$ cat src/rtl/branch_resolve_update_if.sv
// Fetch/execute-facing handshake bundle for branch_resolve_update.
// master: the fetch/execute side driving issues and resolves.
// slave:  the resolve/update block.
interface branch_resolve_update_if #(
    parameter int unsigned BHT_IDX_W = 4
);
    logic                 issue_valid;
    logic [2:0]           issue_type;
    logic [BHT_IDX_W-1:0] issue_idx;
    logic                 issue_pred;
    logic                 issue_ready;
    logic                 resolve_valid;
    logic                 resolve_taken;

    modport master (
        output issue_valid, issue_type, issue_idx, issue_pred,
        output resolve_valid, resolve_taken,
        input  issue_ready
    );

    modport slave (
        input  issue_valid, issue_type, issue_idx, issue_pred,
        input  resolve_valid, resolve_taken,
        output issue_ready
    );
endinterface

$ cat src/rtl/branch_resolve_update.sv
// Branch resolution and BHT training.
// Issued branches are queued in order; execute resolves the oldest one,
// which trains a 2-bit saturating counter and may raise a one-cycle
// mispredict pulse that also flushes every younger in-flight branch.
module branch_resolve_update #(
    parameter int unsigned BHT_IDX_W  = 4,
    parameter int unsigned FIFO_DEPTH = 4
) (
    input  logic                          clk,
    input  logic                          rst_n,
    input  logic [BHT_IDX_W-1:0]          lookup_idx,
    output logic                          lookup_taken,
    branch_resolve_update_if.slave        bus,
    output logic                          mispredict,
    output logic [$clog2(FIFO_DEPTH):0]   inflight,
    output logic                          resolve_err
);
    localparam int unsigned PTR_W = $clog2(FIFO_DEPTH);
    localparam int unsigned BHT_N = 1 << BHT_IDX_W;
    localparam logic [PTR_W:0]   FULL_CNT = (PTR_W + 1)'(FIFO_DEPTH);
    localparam logic [PTR_W:0]   CNT_ONE  = (PTR_W + 1)'(1);
    localparam logic [PTR_W-1:0] PTR_ONE  = PTR_W'(1);

    typedef struct packed {
        logic [2:0]           btype;
        logic [BHT_IDX_W-1:0] idx;
        logic                 pred;
    } entry_t;

    entry_t               fifo_q [FIFO_DEPTH];
    logic [1:0]           bht_q  [BHT_N];
    logic [PTR_W-1:0]     rd_ptr_q;
    logic [PTR_W-1:0]     wr_ptr_q;
    logic [PTR_W:0]       count_q;

    entry_t               head;
    entry_t               new_entry;
    logic                 fifo_empty;
    logic                 fifo_full;
    logic                 is_branch;
    logic                 head_cond;
    logic                 do_pop;
    logic                 do_push;
    logic                 flush;

    // Combinational lookup, handshake and push/pop/flush decisions
    always_comb begin
        head         = fifo_q[rd_ptr_q];
        fifo_empty   = (count_q == '0);
        fifo_full    = (count_q == FULL_CNT);
        // types 100..111 are exactly the ones with the MSB set
        is_branch    = bus.issue_type[2];
        head_cond    = head.btype[2] & (head.btype[1:0] != 2'b00);
        lookup_taken = bht_q[lookup_idx][1];
        // a same-edge pop frees the slot, so a full queue still accepts
        bus.issue_ready = ~fifo_full | bus.resolve_valid;
        do_pop       = bus.resolve_valid & ~fifo_empty;
        flush        = do_pop & head_cond & (bus.resolve_taken != head.pred);
        // a same-edge issue counts as younger than the mispredicted head
        do_push      = bus.issue_valid & bus.issue_ready & is_branch & ~flush;
        new_entry.btype = bus.issue_type;
        new_entry.idx   = bus.issue_idx;
        new_entry.pred  = bus.issue_pred;
    end

    // Queue pointers and occupancy; a flush empties the queue outright
    always_ff @(posedge clk or negedge rst_n) begin
        if (!rst_n) begin
            rd_ptr_q <= '0;
            wr_ptr_q <= '0;
            count_q  <= '0;
        end else if (flush) begin
            rd_ptr_q <= '0;
            wr_ptr_q <= '0;
            count_q  <= '0;
        end else begin
            if (do_push) wr_ptr_q <= wr_ptr_q + PTR_ONE;
            if (do_pop)  rd_ptr_q <= rd_ptr_q + PTR_ONE;
            unique case ({do_push, do_pop})
                2'b10:   count_q <= count_q + CNT_ONE;
                2'b01:   count_q <= count_q - CNT_ONE;
                default: ;
            endcase
        end
    end

    // Queue storage; contents are only meaningful under the occupancy count
    always_ff @(posedge clk) begin
        if (do_push) fifo_q[wr_ptr_q] <= new_entry;
    end

    // BHT training on conditional resolves, saturating at 00 and 11
    always_ff @(posedge clk or negedge rst_n) begin
        if (!rst_n) begin
            for (int unsigned i = 0; i < BHT_N; i++) bht_q[i] <= 2'b01;
        end else if (do_pop && head_cond) begin
            if (bus.resolve_taken) begin
                if (bht_q[head.idx] != 2'b11) bht_q[head.idx] <= bht_q[head.idx] + 2'b01;
            end else begin
                if (bht_q[head.idx] != 2'b00) bht_q[head.idx] <= bht_q[head.idx] - 2'b01;
            end
        end
    end

    // Registered mispredict pulse and sticky empty-resolve error
    always_ff @(posedge clk or negedge rst_n) begin
        if (!rst_n) begin
            mispredict  <= 1'b0;
            resolve_err <= 1'b0;
        end else begin
            mispredict <= flush;
            if (bus.resolve_valid && fifo_empty) resolve_err <= 1'b1;
        end
    end

    assign inflight = count_q;
endmodule
$ cat src/flat_wrapper.sv
// flat-port wrapper written by rule: the top's interface ports become plain ports
module branch_resolve_update_flat 
#(
    parameter int unsigned BHT_IDX_W  = 4,
    parameter int unsigned FIFO_DEPTH = 4
)
  (clk, rst_n, lookup_idx, lookup_taken, mispredict, inflight, resolve_err, bus_issue_valid, bus_issue_type, bus_issue_idx, bus_issue_pred, bus_resolve_valid, bus_resolve_taken, bus_issue_ready);
  branch_resolve_update_if #(.BHT_IDX_W(BHT_IDX_W)) bus_i ();
  input  logic clk;
  input  logic rst_n;
  input  logic [BHT_IDX_W-1:0] lookup_idx;
  output logic lookup_taken;
  output logic mispredict;
  output logic [$clog2(FIFO_DEPTH):0] inflight;
  output logic resolve_err;
  input wire logic [$bits(bus_i.issue_valid)-1:0] bus_issue_valid;
  input wire logic [$bits(bus_i.issue_type)-1:0] bus_issue_type;
  input wire logic [$bits(bus_i.issue_idx)-1:0] bus_issue_idx;
  input wire logic [$bits(bus_i.issue_pred)-1:0] bus_issue_pred;
  input wire logic [$bits(bus_i.resolve_valid)-1:0] bus_resolve_valid;
  input wire logic [$bits(bus_i.resolve_taken)-1:0] bus_resolve_taken;
  output wire logic [$bits(bus_i.issue_ready)-1:0] bus_issue_ready;
  assign bus_i.issue_valid = bus_issue_valid;
  assign bus_i.issue_type = bus_issue_type;
  assign bus_i.issue_idx = bus_issue_idx;
  assign bus_i.issue_pred = bus_issue_pred;
  assign bus_i.resolve_valid = bus_resolve_valid;
  assign bus_i.resolve_taken = bus_resolve_taken;
  assign bus_issue_ready = bus_i.issue_ready;
  branch_resolve_update #(.BHT_IDX_W(BHT_IDX_W), .FIFO_DEPTH(FIFO_DEPTH)) u_core (.clk(clk), .rst_n(rst_n), .lookup_idx(lookup_idx), .lookup_taken(lookup_taken), .bus(bus_i), .mispredict(mispredict), .inflight(inflight), .resolve_err(resolve_err));
endmodule
$ cat config.mk
export PLATFORM = sky130hd
export DESIGN_NAME = branch_resolve_update_flat
export DESIGN_NICKNAME = d
export VERILOG_FILES = /design/src/rtl/branch_resolve_update_if.sv /design/src/rtl/branch_resolve_update.sv /design/src/flat_wrapper.sv
export SDC_FILE = /design/constraint.sdc
export NUM_CORES = 1
export LEC_CHECK = 0
export ABC_AREA = 1
export BUFFER_PORTS_ARGS = -buffer_cell sky130_fd_sc_hd__buf_2
export CORE_MARGIN = 10
export CORE_UTILIZATION = 35
export CTS_CLUSTER_SIZE = 24
export DETAILED_ROUTE_END_ITERATION = 12
export SYNTH_ARGS = -nofsm -noshare
export SYNTH_HDL_FRONTEND = slang
export SYNTH_SLANG_ARGS = --single-unit
$ cat constraint.sdc
create_clock -name clk -period 4.2 [get_ports clk]
set_input_delay 0.42 -clock clk [delete_from_list [all_inputs] [get_ports clk]]
set_output_delay 0.42 -clock clk [all_outputs]
set_load 0.02 [all_outputs]
==> impl_metrics.ini <==
[floorplanning]
die_y_um = 124
die_w_um = 124
coreArea_sq_um = 10400
io_pins = 24
start_util = 0.361
rows = 37
fp.dieArea_sq_um = 15300

[setup_path]
start_kind = flop
crit_type = flop to flop
rr_startpoint = u_core.rd_ptr_q[0]
arrival_ns = 3.67
worstPathRequired_ns = 4.43
reg2reg_to = u_core.bht_q[23]
reg2reg_depth = 18
endpoint = u_core.bht_q[23]
critical_path.startpoint = u_core.rd_ptr_q[0]
ff2ff_setup_slack_ns = 0.76
cp-end-kind = flop
path_max_fanout = 27

[sta]
slew_headroom = 0.394
slew_violations = 0
max_freq_mhz = 291
period_minus_slack_ns = 3.44
rsz0062_at_grt = no
setup_viol_count_final = 0
tightest_slew_ns = 0.908
fin_crit_sh = 0.819
tns_ns = 0
hold_viol = 0
fin_worst_skew_ns = 0.00548
hold_slack_ns = 0.218

[place]
place_congestion = 0.877
dp.final_hpwl_um = 5960
numPortBuffers = 23

[clocking]
cts.sinks = 73
cts_root_buf = clkbuf_8
clock_latency_ns = 0.33
htree_levels = 3
cts_resized = 0
cts_hold_buf = 0
clockBufferDepth = 2
cts_tree = built
numCtsBuffers = 9
clkTransAtPathRegs_ns = 0.07
cts_setup_buffers = 0

[cells_and_area]
mostFrequentLayoutCell = nand2_1
drive_gt1_frac = 0.189
syn_to_final_growth_pct = 10.6
n_antenna_cell = 0
nNetsFinal = 486
mostFrequentLayoutCells = 173 x nand2_1, 32 x edfxtp_1, 31 x o21ai_0

[routing]
wl_per_cell_um = 13.6
drtPass1Iterations = 5
drc = 0
avgViaCountPerCell = 4.73
drt-initial-drc-count = 132
ant_nets = 0
drt_wl_total_um = 8200
num_vias = 2850

[logic_synthesis]
synth-simple-area-share = 0.302
synth_nets = 459
yosysWarnings = 0
synth_xor_area_frac = 0.00931
synth_area_per_cell_sq_um = 8.67
synth_top_family_by_area = simple AND/OR/NAND/NOR gates
synth_mux_area_frac = 0.00798
yosysUniqueCellTypes = 35
syn_inst = 434
ys_seq_area_frac = 0.533
synth_seq_cells = 73
synth_adder_area_share = 0.0286
synth-compound-area-share = 0.0652
syn_area_sq_um = 3760

[global_route]
antenna_found_initial = 0
grt_pass1_vias = 2614
grt_pass1_wl_um = 13500
grt_overflow = 0
grt_max_degree = 42
grtUsageTotal = 0.112

[pwr]
ir_drop_uv = 331
power_density_nw_per_um2 = 762
p_leak_nw = 1.87

[outcome]
status = completed

[flow_run]
maxCapViolations = 0

[worst_hold_path]
hp-class = primary input to async pin
routing by layer:
layer,share of wire,wire (um),global-route usage,vias up
met5,0,0,0,-
met4,0.0077,63,0.0284,0
met3,0.054,440,0.0294,6
met2,0.47,3880,0.182,66
met1,0.47,3820,0.146,1314
li1,-,-,-,1464
per-stage QoR:
step | cells | power, mW | utilization | setup WS, ns | area [sq um]
after CTS | 602 | 3.20 | 0.400 | 0.788 | 4160
after floorplan | 434 | 2.35 | - | 1.60 | 3760
final | 602 | 3.17 | 0.400 | 0.759 | 4160
after detailed placement | 586 | 2.72 | 0.384 | 0.818 | 4000
after global placement | 586 | 2.70 | 0.384 | 0.946 | 4000
after global routing | 602 | 3.47 | 0.400 | 0.289 | 4160
power breakdown:
part / total, mW / switching [mW] / internal (mW)
combinational: 1.54 / 1.06 / 0.471
sequential: 1.17 / 0.173 / 0.998
clock: 0.464 / 0.248 / 0.216
logic make-up after synthesis:
kind of cell             Yosys count
AO/OA/AOI/OAI                     47
XOR/XNOR                           4
adder cells (fa/ha/maj)            8
buffers and inverters             44
flip-flops                        73
multiplexers                       3
AND/OR/NAND/NOR                  255
synth_stat cells (all sizes together):
master / number / area, sq um
nor2: 33 / 155
nand4: 4 / 25.0
o221ai: 1 / 8.76
and3: 1 / 6.26
nand3: 27 / 160
inv: 33 / 131
nand2: 184 / 728
dfrtp: 25 / 626
ha: 7 / 87.6
nor3: 6 / 60.1
mux2i: 3 / 30.0
xnor2: 2 / 17.5
dfstp: 16 / 420
a31o: 1 / 8.76
a21oi: 8 / 40.0
xor2: 2 / 17.5
edfxtp: 32 / 961
clkinv: 2 / 7.51
buf: 6 / 53.8
clkbuf: 3 / 11.3
o22ai: 2 / 12.5
fa: 1 / 20.0
o21ai: 35 / 175
worst max-delay path, stage by stage, from the launching register on:
cell     delay [ns]
dfrtp_1        0.70
nand2_1        0.18
nand3_4        0.18
nand2_4        0.15
nand2_1        0.09
nand2_1        0.05
nand2_1        0.05
nand2_1        0.06
nand2_1        0.07
nand2_2        0.09
nor2_8         0.27
inv_2          0.05
ha_1           0.20
mux2i_1        0.26
nand2_2        0.37
nor2_1         0.32
nand2_1        0.13
nand2_1        0.08
nand2_1        0.05
worst min-delay path by stage:
stage                             startpoint                  to  slack (ns)  depth (start not counted)
final                                  rst_n    u_core.bht_q[13]        0.22                          1
after global routing                   rst_n    u_core.bht_q[13]        0.27                          1
after CTS                              rst_n    u_core.bht_q[13]        0.23                          1
after detailed placement  u_core.resolve_err  u_core.resolve_err        0.45                          1
after global placement    u_core.resolve_err  u_core.resolve_err        0.44                          1
after floorplan                        rst_n    u_core.bht_q[11]        0.12                          0
area by class of cell:
| type | instances | area, sq um |
|---|---|---|
| inverter | 35 | 139 |
| timing repair buffer | 25 | 130 |
| multi-input combinational | 317 | 1550 |
| clock inverter | 4 | 30.0 |
| sequential | 73 | 2010 |
| fill | 1048 | 6250 |
| tap | 136 | 170 |
| clock buffer | 12 | 135 |
Power figures use the tool's default switching activity.
